===== src/rtl/rtc_bus_cycle_if.sv =====
// Bus bundle between the RTC register-access sequencer and the bus-cycle engine.
// The engine's optional verify_err output (RTC_BUS_VERIFY_EN) is a plain module port, not part of this bundle.
interface rtc_bus_cycle_if;
    logic       start;
    logic       rw;
    logic [7:0] addr;
    logic [7:0] wdata;
    logic [7:0] ad_in;
    logic [7:0] ad_out;
    logic       bus_release;
    logic       AD;
    logic       CS;
    logic       WR;
    logic       RD;
    logic [7:0] rdata;
    logic       busy;
    logic       done;

    modport master (
        output start, rw, addr, wdata, ad_in,
        input  ad_out, bus_release, AD, CS, WR, RD, rdata, busy, done
    );

    modport slave (
        input  start, rw, addr, wdata, ad_in,
        output ad_out, bus_release, AD, CS, WR, RD, rdata, busy, done
    );
endinterface


===== src/rtl/rtc_bus_cycle.sv =====
// Bus-cycle engine for the external RTC multiplexed AD bus: address phase then data write/read.
// Optional feature macro: RTC_BUS_VERIFY_EN (write followed by automatic readback, adds verify_err).
module rtc_bus_cycle #(
    parameter int unsigned T_SETUP  = 2,
    parameter int unsigned T_STROBE = 10,
    parameter int unsigned T_HOLD   = 2,
    parameter int unsigned T_GAP    = 2
) (
    input  logic              clk,
    input  logic              rst,
`ifdef RTC_BUS_VERIFY_EN
    output logic              verify_err,
`endif
    rtc_bus_cycle_if.slave    bus
);

    localparam int unsigned DATA_W = 8;
    localparam int unsigned T_SH   = (T_SETUP > T_HOLD) ? T_SETUP : T_HOLD;
    localparam int unsigned T_SG   = (T_SH > T_GAP) ? T_SH : T_GAP;
    localparam int unsigned T_MAX  = (T_SG > T_STROBE) ? T_SG : T_STROBE;
    localparam int unsigned CNT_W  = $clog2(T_MAX + 1);

    typedef enum logic [2:0] {
        IDLE, A_SET, A_STB, A_HLD, GAP, D_SET, D_STB, D_HLD
    } state_e;

    state_e              state_q, state_d;
    logic [CNT_W-1:0]    cnt_q, cnt_d;
    logic                rw_q, rw_d;
    logic [DATA_W-1:0]   addr_q, addr_d;
    logic [DATA_W-1:0]   wdata_q, wdata_d;
    logic [DATA_W-1:0]   rdata_q, rdata_d;
    logic [DATA_W-1:0]   ad_out_q, ad_out_d;
    logic                bus_release_q, bus_release_d;
    logic                ad_q, ad_d;
    logic                cs_q, cs_d;
    logic                wr_q, wr_d;
    logic                rd_q, rd_d;
    logic                busy_q, busy_d;
    logic                done_q, done_d;
`ifdef RTC_BUS_VERIFY_EN
    logic                vphase_q, vphase_d;
    logic                verr_q, verr_d;
`endif

    // Dwell time of each timed state, loaded into the counter on entry.
    function automatic logic [CNT_W-1:0] dur(input state_e s);
        case (s)
            A_SET, D_SET: dur = CNT_W'(T_SETUP);
            A_STB, D_STB: dur = CNT_W'(T_STROBE);
            A_HLD, D_HLD: dur = CNT_W'(T_HOLD);
            GAP:          dur = CNT_W'(T_GAP);
            default:      dur = CNT_W'(1);
        endcase
    endfunction

    // Linear phase sequence; D_HLD's successor is decided in the FSM.
    function automatic state_e succ(input state_e s);
        case (s)
            A_SET:   succ = A_STB;
            A_STB:   succ = A_HLD;
            A_HLD:   succ = GAP;
            GAP:     succ = D_SET;
            D_SET:   succ = D_STB;
            D_STB:   succ = D_HLD;
            default: succ = IDLE;
        endcase
    endfunction

    // Next state, counter, captured request and registered strobe values.
    always_comb begin
        state_d       = state_q;
        cnt_d         = cnt_q;
        rw_d          = rw_q;
        addr_d        = addr_q;
        wdata_d       = wdata_q;
        rdata_d       = rdata_q;
        done_d        = 1'b0;
`ifdef RTC_BUS_VERIFY_EN
        vphase_d      = vphase_q;
        verr_d        = verr_q;
`endif

        case (state_q)
            IDLE: begin
                if (bus.start) begin
                    rw_d    = bus.rw;
                    addr_d  = bus.addr;
                    wdata_d = bus.wdata;
                    state_d = A_SET;
                    cnt_d   = dur(A_SET);
                end
            end
            D_HLD: begin
                if (cnt_q == CNT_W'(1)) begin
`ifdef RTC_BUS_VERIFY_EN
                    if (!rw_q) begin
                        // Write finished: rerun the whole cycle as a read of the same address.
                        rw_d     = 1'b1;
                        vphase_d = 1'b1;
                        state_d  = A_SET;
                        cnt_d    = dur(A_SET);
                    end else begin
                        state_d = IDLE;
                        done_d  = 1'b1;
                        if (vphase_q) begin
                            verr_d   = (rdata_q != wdata_q);
                            vphase_d = 1'b0;
                        end
                    end
`else
                    state_d = IDLE;
                    done_d  = 1'b1;
`endif
                end else begin
                    cnt_d = cnt_q - CNT_W'(1);
                end
            end
            default: begin
                if (cnt_q == CNT_W'(1)) begin
                    state_d = succ(state_q);
                    cnt_d   = dur(succ(state_q));
                    // Sample the bus on the edge at which RD returns high.
                    if (state_q == D_STB && rw_q) begin
                        rdata_d = bus.ad_in;
                    end
                end else begin
                    cnt_d = cnt_q - CNT_W'(1);
                end
            end
        endcase

        // Strobes are decoded from the state being entered so they register with it.
        cs_d          = 1'b1;
        ad_d          = 1'b1;
        wr_d          = 1'b1;
        rd_d          = 1'b1;
        bus_release_d = 1'b1;
        ad_out_d      = ad_out_q;
        busy_d        = (state_d != IDLE);

        case (state_d)
            A_SET, A_HLD: begin
                cs_d          = 1'b0;
                ad_d          = 1'b0;
                bus_release_d = 1'b0;
                ad_out_d      = addr_d;
            end
            A_STB: begin
                cs_d          = 1'b0;
                ad_d          = 1'b0;
                wr_d          = 1'b0;
                bus_release_d = 1'b0;
                ad_out_d      = addr_d;
            end
            GAP, D_SET, D_HLD: begin
                cs_d = 1'b0;
                if (!rw_d) begin
                    bus_release_d = 1'b0;
                    ad_out_d      = wdata_d;
                end
            end
            D_STB: begin
                cs_d = 1'b0;
                if (!rw_d) begin
                    bus_release_d = 1'b0;
                    ad_out_d      = wdata_d;
                    wr_d          = 1'b0;
                end else begin
                    rd_d = 1'b0;
                end
            end
            default: begin
            end
        endcase
    end

    // State and output registers with synchronous reset.
    always_ff @(posedge clk) begin
        if (rst) begin
            state_q       <= IDLE;
            cnt_q         <= '0;
            rw_q          <= 1'b0;
            addr_q        <= '0;
            wdata_q       <= '0;
            rdata_q       <= '0;
            ad_out_q      <= '0;
            bus_release_q <= 1'b1;
            ad_q          <= 1'b1;
            cs_q          <= 1'b1;
            wr_q          <= 1'b1;
            rd_q          <= 1'b1;
            busy_q        <= 1'b0;
            done_q        <= 1'b0;
`ifdef RTC_BUS_VERIFY_EN
            vphase_q      <= 1'b0;
            verr_q        <= 1'b0;
`endif
        end else begin
            state_q       <= state_d;
            cnt_q         <= cnt_d;
            rw_q          <= rw_d;
            addr_q        <= addr_d;
            wdata_q       <= wdata_d;
            rdata_q       <= rdata_d;
            ad_out_q      <= ad_out_d;
            bus_release_q <= bus_release_d;
            ad_q          <= ad_d;
            cs_q          <= cs_d;
            wr_q          <= wr_d;
            rd_q          <= rd_d;
            busy_q        <= busy_d;
            done_q        <= done_d;
`ifdef RTC_BUS_VERIFY_EN
            vphase_q      <= vphase_d;
            verr_q        <= verr_d;
`endif
        end
    end

    assign bus.ad_out      = ad_out_q;
    assign bus.bus_release = bus_release_q;
    assign bus.AD          = ad_q;
    assign bus.CS          = cs_q;
    assign bus.WR          = wr_q;
    assign bus.RD          = rd_q;
    assign bus.rdata       = rdata_q;
    assign bus.busy        = busy_q;
    assign bus.done        = done_q;
`ifdef RTC_BUS_VERIFY_EN
    assign verify_err      = verr_q;
`endif

endmodule


===== src/flat_wrapper.sv =====
// flat-port wrapper written by rule: the top's interface ports become plain ports
module rtc_bus_cycle_flat 
#(
    parameter int unsigned T_SETUP  = 2,
    parameter int unsigned T_STROBE = 10,
    parameter int unsigned T_HOLD   = 2,
    parameter int unsigned T_GAP    = 2
)
  (clk, rst, bus_start, bus_rw, bus_addr, bus_wdata, bus_ad_in, bus_ad_out, bus_bus_release, bus_AD, bus_CS, bus_WR, bus_RD, bus_rdata, bus_busy, bus_done);
  rtc_bus_cycle_if bus_i ();
  input  logic clk;
  input  logic rst;
  input wire logic [$bits(bus_i.start)-1:0] bus_start;
  input wire logic [$bits(bus_i.rw)-1:0] bus_rw;
  input wire logic [$bits(bus_i.addr)-1:0] bus_addr;
  input wire logic [$bits(bus_i.wdata)-1:0] bus_wdata;
  input wire logic [$bits(bus_i.ad_in)-1:0] bus_ad_in;
  output wire logic [$bits(bus_i.ad_out)-1:0] bus_ad_out;
  output wire logic [$bits(bus_i.bus_release)-1:0] bus_bus_release;
  output wire logic [$bits(bus_i.AD)-1:0] bus_AD;
  output wire logic [$bits(bus_i.CS)-1:0] bus_CS;
  output wire logic [$bits(bus_i.WR)-1:0] bus_WR;
  output wire logic [$bits(bus_i.RD)-1:0] bus_RD;
  output wire logic [$bits(bus_i.rdata)-1:0] bus_rdata;
  output wire logic [$bits(bus_i.busy)-1:0] bus_busy;
  output wire logic [$bits(bus_i.done)-1:0] bus_done;
  assign bus_i.start = bus_start;
  assign bus_i.rw = bus_rw;
  assign bus_i.addr = bus_addr;
  assign bus_i.wdata = bus_wdata;
  assign bus_i.ad_in = bus_ad_in;
  assign bus_ad_out = bus_i.ad_out;
  assign bus_bus_release = bus_i.bus_release;
  assign bus_AD = bus_i.AD;
  assign bus_CS = bus_i.CS;
  assign bus_WR = bus_i.WR;
  assign bus_RD = bus_i.RD;
  assign bus_rdata = bus_i.rdata;
  assign bus_busy = bus_i.busy;
  assign bus_done = bus_i.done;
  rtc_bus_cycle #(.T_SETUP(T_SETUP), .T_STROBE(T_STROBE), .T_HOLD(T_HOLD), .T_GAP(T_GAP)) u_core (.clk(clk), .rst(rst), .bus(bus_i));
endmodule

===== config.mk =====
export PLATFORM = sky130hd
export DESIGN_NAME = rtc_bus_cycle_flat
export DESIGN_NICKNAME = d
export VERILOG_FILES = /design/src/rtl/rtc_bus_cycle_if.sv /design/src/rtl/rtc_bus_cycle.sv /design/src/flat_wrapper.sv
export SDC_FILE = /design/constraint.sdc
export NUM_CORES = 1
export LEC_CHECK = 0
export ABC_AREA = 1
export CAP_MARGIN = 10
export CORE_MARGIN = 2
export CORE_UTILIZATION = 54
export CTS_BUF_LIST = sky130_fd_sc_hd__clkbuf_16
export DETAILED_ROUTE_END_ITERATION = 8
export PLACE_DENSITY = 0.83
export SETUP_SLACK_MARGIN = 0.02
export SYNTH_ARGS = -nofsm -noshare
export SYNTH_HDL_FRONTEND = slang
export SYNTH_SLANG_ARGS = --single-unit

===== constraint.sdc =====
create_clock -name clk -period 2.25 [get_ports clk]
set_input_delay 0.45 -clock clk [delete_from_list [all_inputs] [get_ports clk]]
set_output_delay 0.45 -clock clk [all_outputs]
set_load 0.02 [all_outputs]

Yosys cells after proc, flatten, opt, wreduce, memory -nomap -nowiden
Index checks and enable logic that the tools add are counted.

cells by class
  add/sub/neg operators = 1
  equality and inequality tests = 25
  muxes and demuxes = 27
  bitwise logic cells = 3
  reduce and logical (&&, ||, !) cells = 15

operators with widths
  cell                 number
  $mux 8               5
  $eq 3x3->1 const B   12
  $eq 3x2->1 const B   6
  $pmux 3 s6           1
  $pmux 4 s2           2
  $pmux 8 s2           1
  $mux 3               5
  $mux 4               3
  $eq 3x1->1 const B   3
  $reduce_or 2->1      4
  $mux 1               7
  $reduce_or 7->1      1
  $ne 2x2->1 const B   3
  $pmux 3 s2           1
  $reduce_or 5->1      1
  $eq 4x1->1 const B   1
  $pmux 1 s2           2
  $reduce_and 2->1     2
  $reduce_or 4->1      1
  $sub 4x1->4 const B  1
  $logic_not 3->1      1
  $not 1->1            3
  $reduce_and 3->1     1
  $reduce_bool 3->1    1
  other kinds (3)      3

word-level totals
  register bits after elaboration = 47
  output and inout bits = 23
  word-level logic and storage cells = 85

Logic depth before layout (Yosys ltp)
Gate-level depths: netlist of run 1.

  depth in word-level cells = 9
  depth in mapped cells = 12
  gate-level depth less buffers = 11

Worst setup path before layout of run 1
OpenSTA, ideal clock, no wires.

  path type = reg-to-reg
  start point = register u_core.cnt_q[1]
  end point = register u_core.ad_out_q[6] (netlist: u_core.bus.ad_out[6])
  setup time = 113 ps
  arrival time = 1385 ps
  setup slack = 752 ps
  stages on the path, launching flop included = 13
  clock period less this slack = 1498 ps
  cell sequence = dfxtp_1 -> inv_1 -> ha_1 -> nand2_1 -> inv_2 -> nand2_1 -> nand2_2 -> inv_4 -> nand2_4 -> buf_6 -> nand2_1 -> nand2_1 -> nor2_1

on the way
  longest elaborated chain between the ends = 7

RTL lines
  item                                                                 line                                       source
  start: declaration                                                   rtc_bus_cycle.sv:28                        logic [CNT_W-1:0] cnt_q, cnt_d;
  start signal: assignment                                             rtc_bus_cycle.sv:201                       cnt_q <= cnt_d;
  $eq 4x1->1 (*)                                                       rtc_bus_cycle.sv:95, rtc_bus_cycle.sv:120
  $mux 3, on equally long branches                                     rtc_bus_cycle.sv:120, rtc_bus_cycle.sv:95
  $pmux 3 s2 (*)                                                       rtc_bus_cycle.sv:84                        case (state_q)
  $eq 3x3->1, or another cell as far along                             rtc_bus_cycle.sv:142                       case (state_d)
  $reduce_or 4->1 (no line) / $reduce_or 3->1 (equally long branches)  --
  $ne 2x2->1 (no line) / $reduce_bool 2->1 (equally long branches)     --
  $reduce_and 2->1 (no line)                                           --
  end signal: assignment                                               rtc_bus_cycle.sv:206                       ad_out_q <= ad_out_d;
  end: declaration                                                     rtc_bus_cycle.sv:33                        logic [DATA_W-1:0] ad_out_q, ad_out_d;

Every way passes the cells marked *; elsewhere a longest branch is shown, timed or not.
A chain may end at the register's enable or synchronous reset.

Final worst setup path of run 1
  start point = register u_core.cnt_q[1]
  end point = register u_core.rdata_q[7] (netlist: u_core.bus.rdata[7])

on the way
  longest elaborated chain between the ends = 2

RTL lines
  item                        line                  source
  $eq 4x1->1                  rtc_bus_cycle.sv:120  if (cnt_q == CNT_W'(1)) begin
  $reduce_and 3->1 (no line)  --
  end signal: assignment      rtc_bus_cycle.sv:205  rdata_q <= rdata_d;
  end: declaration            rtc_bus_cycle.sv:32   logic [DATA_W-1:0] rdata_q, rdata_d;

Every way passes these cells.

==> summary.md, run 1 <==
| Metric | Value |
|---|---|
| Adder-cell share of the synthesized area | `1.11%` |
| Antenna diode count | `0` |
| #FFs+latches synth | `47` |
| Critical Path RT | `2.47 ns` |
| Area growth syn-to-layout | `31.5%` |
| Worst-path clk slew | `0.06 ns` |
| Count of different cell masters after synthesis | `22` |
| Cts hold-fix bufs | `0` |
| Post-CTS Setup Inserts | `0` |
| Tot Pwr | `2.16 mW` |
| Avg Cell Area, Syn | `6.48 µm²` |
| Post-synthesis mux area share | `0%` |
| Leakage | `1.39 nW` |
| Hold Startpoint | `u_core.bus.rdata[2]$_SDFFE_PP0P_` |
| Port Buffer Count | `50` |
| Arrival time at the worst endpoint | `2.10 ns` |
| Die height | `68.6 µm` |
| Reg-to-reg startpoint | `u_core.cnt_q[1]$_SDFFE_PP0P_` |
| Synth async-reset ratio | `0%` |
| Synth Flop Type | `dfxtp_1` |
| Worst R2R Path Depth | `8` |
| DR vias | `2220` |
| IO Count | `51` |
| Mapped Nets | `378` |
| Worst vdd ir | `449 µV` |
| Ys Warns | `0` |
| First-pass GRT wire length | `8.35 mm` |
| Flop-to-flop setup slack | `0.38 ns` |
| Slew Limit Headroom | `77.6%` |
| Mapped Area | `2250 µm²` |
| Least-Margin Pin Slew | `0.334 ns` |
| Pre-CTS WS | `0.174 ns` |
| First-pass DRT Iterations | `4` |
| GR Util All Layers | `24.1%` |
| Critical Path End Type | `register` |
| Starting Density | `56.3%` |
| Yosys top cell area share | `41.8%` |
| Critical path class | `register to register` |
| Cells after Synth | `348` |
| Largest net degree at the start of global routing | `27` |
| Power per cell area | `728 nW/µm²` |
| Inserted Clock Buffers | `5` |
| Placed cells | `441` |
| MaxCap Viol Count | `0` |
| DRC viols | `0` |
| H-tree levels | `2` |
| Routed Antenna Nets | `0` |
| Final min period | `1.87 ns` |
| Sink Count | `47` |
| CTS tree | `yes` |
| Nets | `428` |
| WL/cell | `11.7 µm` |
| Final worst-path cycle share | `83.3%` |
| Final WS setup | `0.377 ns` |
| Die footprint | `4710 µm²` |
| Vias/cell | `4.94` |
| Final Hold Fails | `0` |
| Final setup TNS | `0 ns` |
| CTS resizes | `0` |
| Hold slack | `0.483 ns` |
| Post-synth top cells | `nand2_1, dfxtp_1, nor2_1` |
| Post-synth EDFFs | `0` |
| GPL Wtd Cong | `0.834` |
| Min-Delay Path Class | `register to register` |
| Sequential share of the synthesized area | `41.8%` |
| Max Slew Vio Count | `0` |
| Drt total wl | `5.27 mm` |
| Clk Latency, worst-skew pair | `0.29 ns` |
| Status | `finished clean` |
| Most frequent cell after synthesis | `nand2_1` |
| Worst Setup Start Kind | `register` |
| Largest cells by area after synthesis | `dfxtp_1, nand2_1, nor2_1` |
| Placeable core area | `4000 µm²` |
| Largest area contributor in the netlist | `dfxtp_1` |
| XOR/XNOR Fraction of Synth Area | `0%` |
| DP HPWL | `3.63 mm` |
| Largest family of logic cells by synthesized area | `simple AND/OR/NAND/NOR gates` |
| Compound-gate portion of the synthesized area | `9.11%` |
| F_max | `0.534 GHz` |
| Vias in the first global route | `1930` |
| Grt ovf | `0` |
| Clk_skew | `0.00311 ns` |
| Initial antenna violation count | `0` |
| Rows | `23` |
| Die Span X | `68.6 µm` |
| RSZ-0062 raised after global routing | `no` |
| Final number of setup-violating endpoints | `0` |
| Hold EP | `u_core.bus.rdata[2]$_SDFFE_PP0P_` |
| Non-filler cells, final | `449` |
| RR Endpoint | `u_core.bus.rdata[7]$_SDFFE_PP0P_` |
| Root Driver | `clkbuf_16` |
| Crit-path max FO | `9` |
| 1st-iter DRT viols | `180` |
| Max Root-Sink Buffers | `2` |
| Min-Delay Path Depth | `2` |
| Share of cells above drive strength 1 | `6.02%` |
| Post-synthesis simple-gate area fraction | `37.1%` |
-- per-layer routing --
metal / track usage, % / routed length [µm] / vias up
met3: 5.84 / 272 / 17
met2: 43.5 / 2660 / 68
met4: 10.3 / 133 / 0
met1: 26.6 / 2210 / 974
met5: 0 / 0 / -
li1: - / - / 1161
-- final cells by class --
class | instances | area (µm²)
Clock buffer | 5 | 125
Inverter | 49 | 186
Clock inverter | 3 | 38.8
Multi-Input combinational cell | 241 | 1070
Fill cell | 339 | 1040
Tap cell | 50 | 62.6
Sequential cell | 47 | 941
Timing Repair Buffer | 54 | 543
-- flip-flops by register name, indices dropped and copies added, names as in the netlist, 3 cells and up --
signal	count
u_core.addr_q	8
u_core.cnt_q	4
u_core.wdata_q	8
u_core.bus.rdata	8
u_core.state_q	3
u_core.bus.ad_out	8
-- cell usage in the layout, fill, tap and decap left out --
| master | count |
|---|---|
| nor2_4 | 1 |
| dfxtp_1 | 47 |
| clkinv_1 | 2 |
| nand3_2 | 1 |
| nand4_4 | 1 |
| nor3_1 | 1 |
| nand2_2 | 2 |
| clkbuf_16 | 5 |
| a21oi_1 | 13 |
| nand2_4 | 4 |
| nand3_1 | 17 |
| nand4_1 | 2 |
| ha_1 | 2 |
| clkdlybuf4s50_1 | 50 |
| buf_4 | 3 |
| o21ai_0 | 28 |
| buf_12 | 1 |
| bufinv_16 | 1 |
| nor2_1 | 47 |
| clkinv_2 | 1 |
| inv_1 | 44 |
| nand2_1 | 122 |
| inv_2 | 3 |
| inv_4 | 1 |
-- worst max-delay path by stage --
| stage | startpoint | end | slack [ns] |
|---|---|---|---|
| after global placement | bus_start | u_core.bus.ad_out[4]$_SDFFE_PP0P_ | 0.22 |
| after detailed placement | bus_start | u_core.bus.ad_out[3]$_SDFFE_PP0P_ | 0.17 |
| after floorplan | u_core.cnt_q[1]$_SDFFE_PP0P_ | u_core.bus.ad_out[6]$_SDFFE_PP0P_ | 0.75 |
| final | u_core.cnt_q[1]$_SDFFE_PP0P_ | u_core.bus.rdata[7]$_SDFFE_PP0P_ | 0.38 |
| after CTS | u_core.cnt_q[1]$_SDFFE_PP0P_ | u_core.bus.rdata[7]$_SDFFE_PP0P_ | 0.40 |
| after global routing | u_core.cnt_q[1]$_SDFFE_PP0P_ | u_core.bus.rdata[6]$_SDFFE_PP0P_ | 0.23 |
-- logic make-up after synthesis --
kind of cell,count (synthesis)
DFF,47
and+or+nand+nor,198
adders and majority gates,2
AOI/OAI and AO/OA,41
buffers and inverters,60
-- worst max-delay path: stages (launching register included) --
cell and delay [ns]:
dfxtp_1 0.32, inv_1 0.11, ha_1 0.33, nand2_1 0.16, inv_2 0.11, nand4_1 0.28, inv_1 0.32, nor2_1 0.07
nor2_1 0.11
-- report_power, final --
part | internal [mW] | leakage [nW] | switching [mW]
clock network | 0.518 | 0.0812 | 0.313
registers | 0.888 | 0.385 | 0.0301
logic | 0.172 | 0.927 | 0.239
-- metrics by stage --
step                      util [%]  instance area [µm²]
after floorplan                  -                 2250
after global placement        70.0                 2800
after detailed placement      70.0                 2800
after CTS                     74.1                 2960
after global routing          74.1                 2960
final                         74.1                 2960
No activity file was read; power rests on OpenSTA's default activity.
==> run 2, diff against run 1 <==
CORE_UTILIZATION = 45   (was 54)
PLACE_DENSITY = 0.74   (was 0.83)
clock period = 1.71 ns   (was 2.25 ns; I/O delays follow)
==> run 2 against run 1 <==
  * Clock skew rose by 0.0027 ns
  * Combinational power increased by 40%
  * Sequential cell count unchanged
  * Largest power group unchanged
  * Highest routed layer unchanged
==> summary.md, run 2 (synthesized netlist as in run 1, its figures left out) <==
| Metric | Value |
|---|---|
| Status | `finished clean` |
| Least-Margin Pin Slew | `0.300 ns` |
| Starting Density | `47.1%` |
| Final number of setup-violating endpoints | `0` |
| Drt total wl | `5.06 mm` |
| Max Slew Vio Count | `0` |
| Vias/cell | `4.63` |
| Net Sw Frac | `27.0%` |
| Root Driver | `clkbuf_16` |
| Flop pwr share | `41.6%` |
| CTS tree | `yes` |
| Tot Pwr | `2.91 mW` |
| Post-Route Utilization | `65.0%` |
| Worst vdd ir | `521 µV` |
| IO Count | `51` |
| Crit-path max FO | `2` |
| Inserted Clock Buffers | `5` |
| MaxCap Viol Count | `0` |
| Die Span X | `74.8 µm` |
| Final Hold Fails | `0` |
| Share of cells above drive strength 1 | `9.69%` |
| Min-Delay Path Class | `register to register` |
| Largest net degree at the start of global routing | `20` |
| Arrival time at the worst endpoint | `1.28 ns` |
| CP max stage cell | `clkdlybuf4s50_1` |
| Power per cell area | `935 nW/µm²` |
| CP delay by family, top | `buffers and inverters` |
| Leakage | `1.47 nW` |
| Routed Antenna Nets | `0` |
| Clk Latency, worst-skew pair | `0.29 ns` |
| 1st-iter DRT viols | `86` |
| RSZ-0062 raised after global routing | `no` |
| Hold slack | `0.481 ns` |
| Vias in the first global route | `2085` |
| Switch Pwr | `0.786 mW` |
| Die footprint | `5590 µm²` |
| DP HPWL | `3.81 mm` |
| Critical path class | `register to output port` |
| Commonest cells after routing, fill and taps aside | `nand2_1, clkdlybuf4s50_1, nor2_1, dfxtp_1, inv_1` |
| F_max | `0.616 GHz` |
| Slew Limit Headroom | `79.9%` |
| GPL Wtd Cong | `0.857` |
| Cts hold-fix bufs | `0` |
| First-pass GRT wire length | `8.60 mm` |
| Placed cells | `472` |
| Max Root-Sink Buffers | `2` |
| Critical Path RT | `1.37 ns` |
| Antenna diode count | `0` |
| Area growth syn-to-layout | `38.0%` |
| Rows | `25` |
| Grt ovf | `0` |
| Critical Path End Type | `output port` |
| Clock group share of total power | `38.7%` |
| Critical path cell sequence | `clkdlybuf4s50_1` |
| Nets | `442` |
| GR Util All Layers | `20.0%` |
| Port Buffer Count | `50` |
| DRC viols | `0` |
| First-pass DRT Iterations | `4` |
| Worst-path clk slew | `0.06 ns` |
| Initial antenna violation count | `0` |
| WL/cell | `10.5 µm` |
| Non-filler cells, final | `480` |
| Final min period | `1.62 ns` |
| Crit path largest cell delay | `0.62 ns` |
| DR vias | `2222` |
| WP buf/inv | `1` |
| Worst Setup Start Kind | `register` |
| H-tree levels | `2` |
| Comb power frac | `19.7%` |
| Sink Count | `47` |
| Placed instance area | `2910 µm²` |
| Internal | `2.12 mW` |
| Clk_skew | `0.00582 ns` |
| Placeable core area | `4790 µm²` |
| Die height | `74.8 µm` |
| Final worst-path cycle share | `94.9%` |
| Most common cell after layout, fill and taps aside | `nand2_1` |
| Design area | `3110 µm²` |
-- run 2: final timing paths --
kind | from | to | slack, ns | cells past startpoint
worst min register to register | u_core.bus.rdata[5]$_SDFFE_PP0P_ | u_core.bus.rdata[5]$_SDFFE_PP0P_ | 0.48 | 2
worst min-delay path | u_core.bus.rdata[5]$_SDFFE_PP0P_ | u_core.bus.rdata[5]$_SDFFE_PP0P_ | 0.48 | 2
worst max register to register | u_core.cnt_q[0]$_SDFFE_PP0P_ | u_core.cnt_q[3]$_SDFFE_PP0P_ | 0.19 | 9
worst max-delay path | u_core.bus.ad_out[7]$_SDFFE_PP0P_ | bus_ad_out[7] | 0.09 | 1
-- run 2: area by class of cell --
cell class                 instances  area, µm²
fill                             434       1680
sequential                        47        941
multi-input combinational        241       1090
clock inverter                     3       47.5
timing repair buffer              68        638
tap                               67       83.8
clock buffer                       5        125
inverter                          49        186
-- run 2: per-stage QoR --
step / setup TNS [ns] / setup slack, ns
after floorplan: 0 / 0.212
after global placement: -0.421 / -0.0702
after detailed placement: -0.753 / -0.128
after CTS: 0 / 0.0555
after global routing: 0 / 0.0265
final: 0 / 0.0877
-- run 2: repair_timing --
| item | in CTS | in global routing |
|---|---|---|
| setup endpoints to repair | 0 | 11 |
| resized for setup | 0 | 4 |
| setup buffers | 0 | 0 |
-- run 2: power by group through the flow --
stage | Sequential (mW) | Combinational, mW | Clock, mW
floorplan | 1.26 | 0.312 | 0
CTS | 1.21 | 0.569 | 1.15
finish | 1.21 | 0.574 | 1.12
global placement | 1.23 | 0.557 | 0
global route | 1.22 | 0.659 | 1.19
detailed placement | 1.23 | 0.564 | 0
-- run 2: routing by layer --
metal	global-route usage, %	wire, µm	share of wire [%]	vias up
li1	-	-	-	1191
met3	4.42	222	4.4	9
met2	38.0	2610	52	50
met1	21.8	2130	42	972
met4	6.94	102	2.0	0
met5	0	0	0	-
-- run 2: worst min-delay path, delay by kind of cell, from the launching register on --
family	cells	cell delay [ns]
AND/OR/NAND/NOR	2	0.12
flip-flops	1	0.32
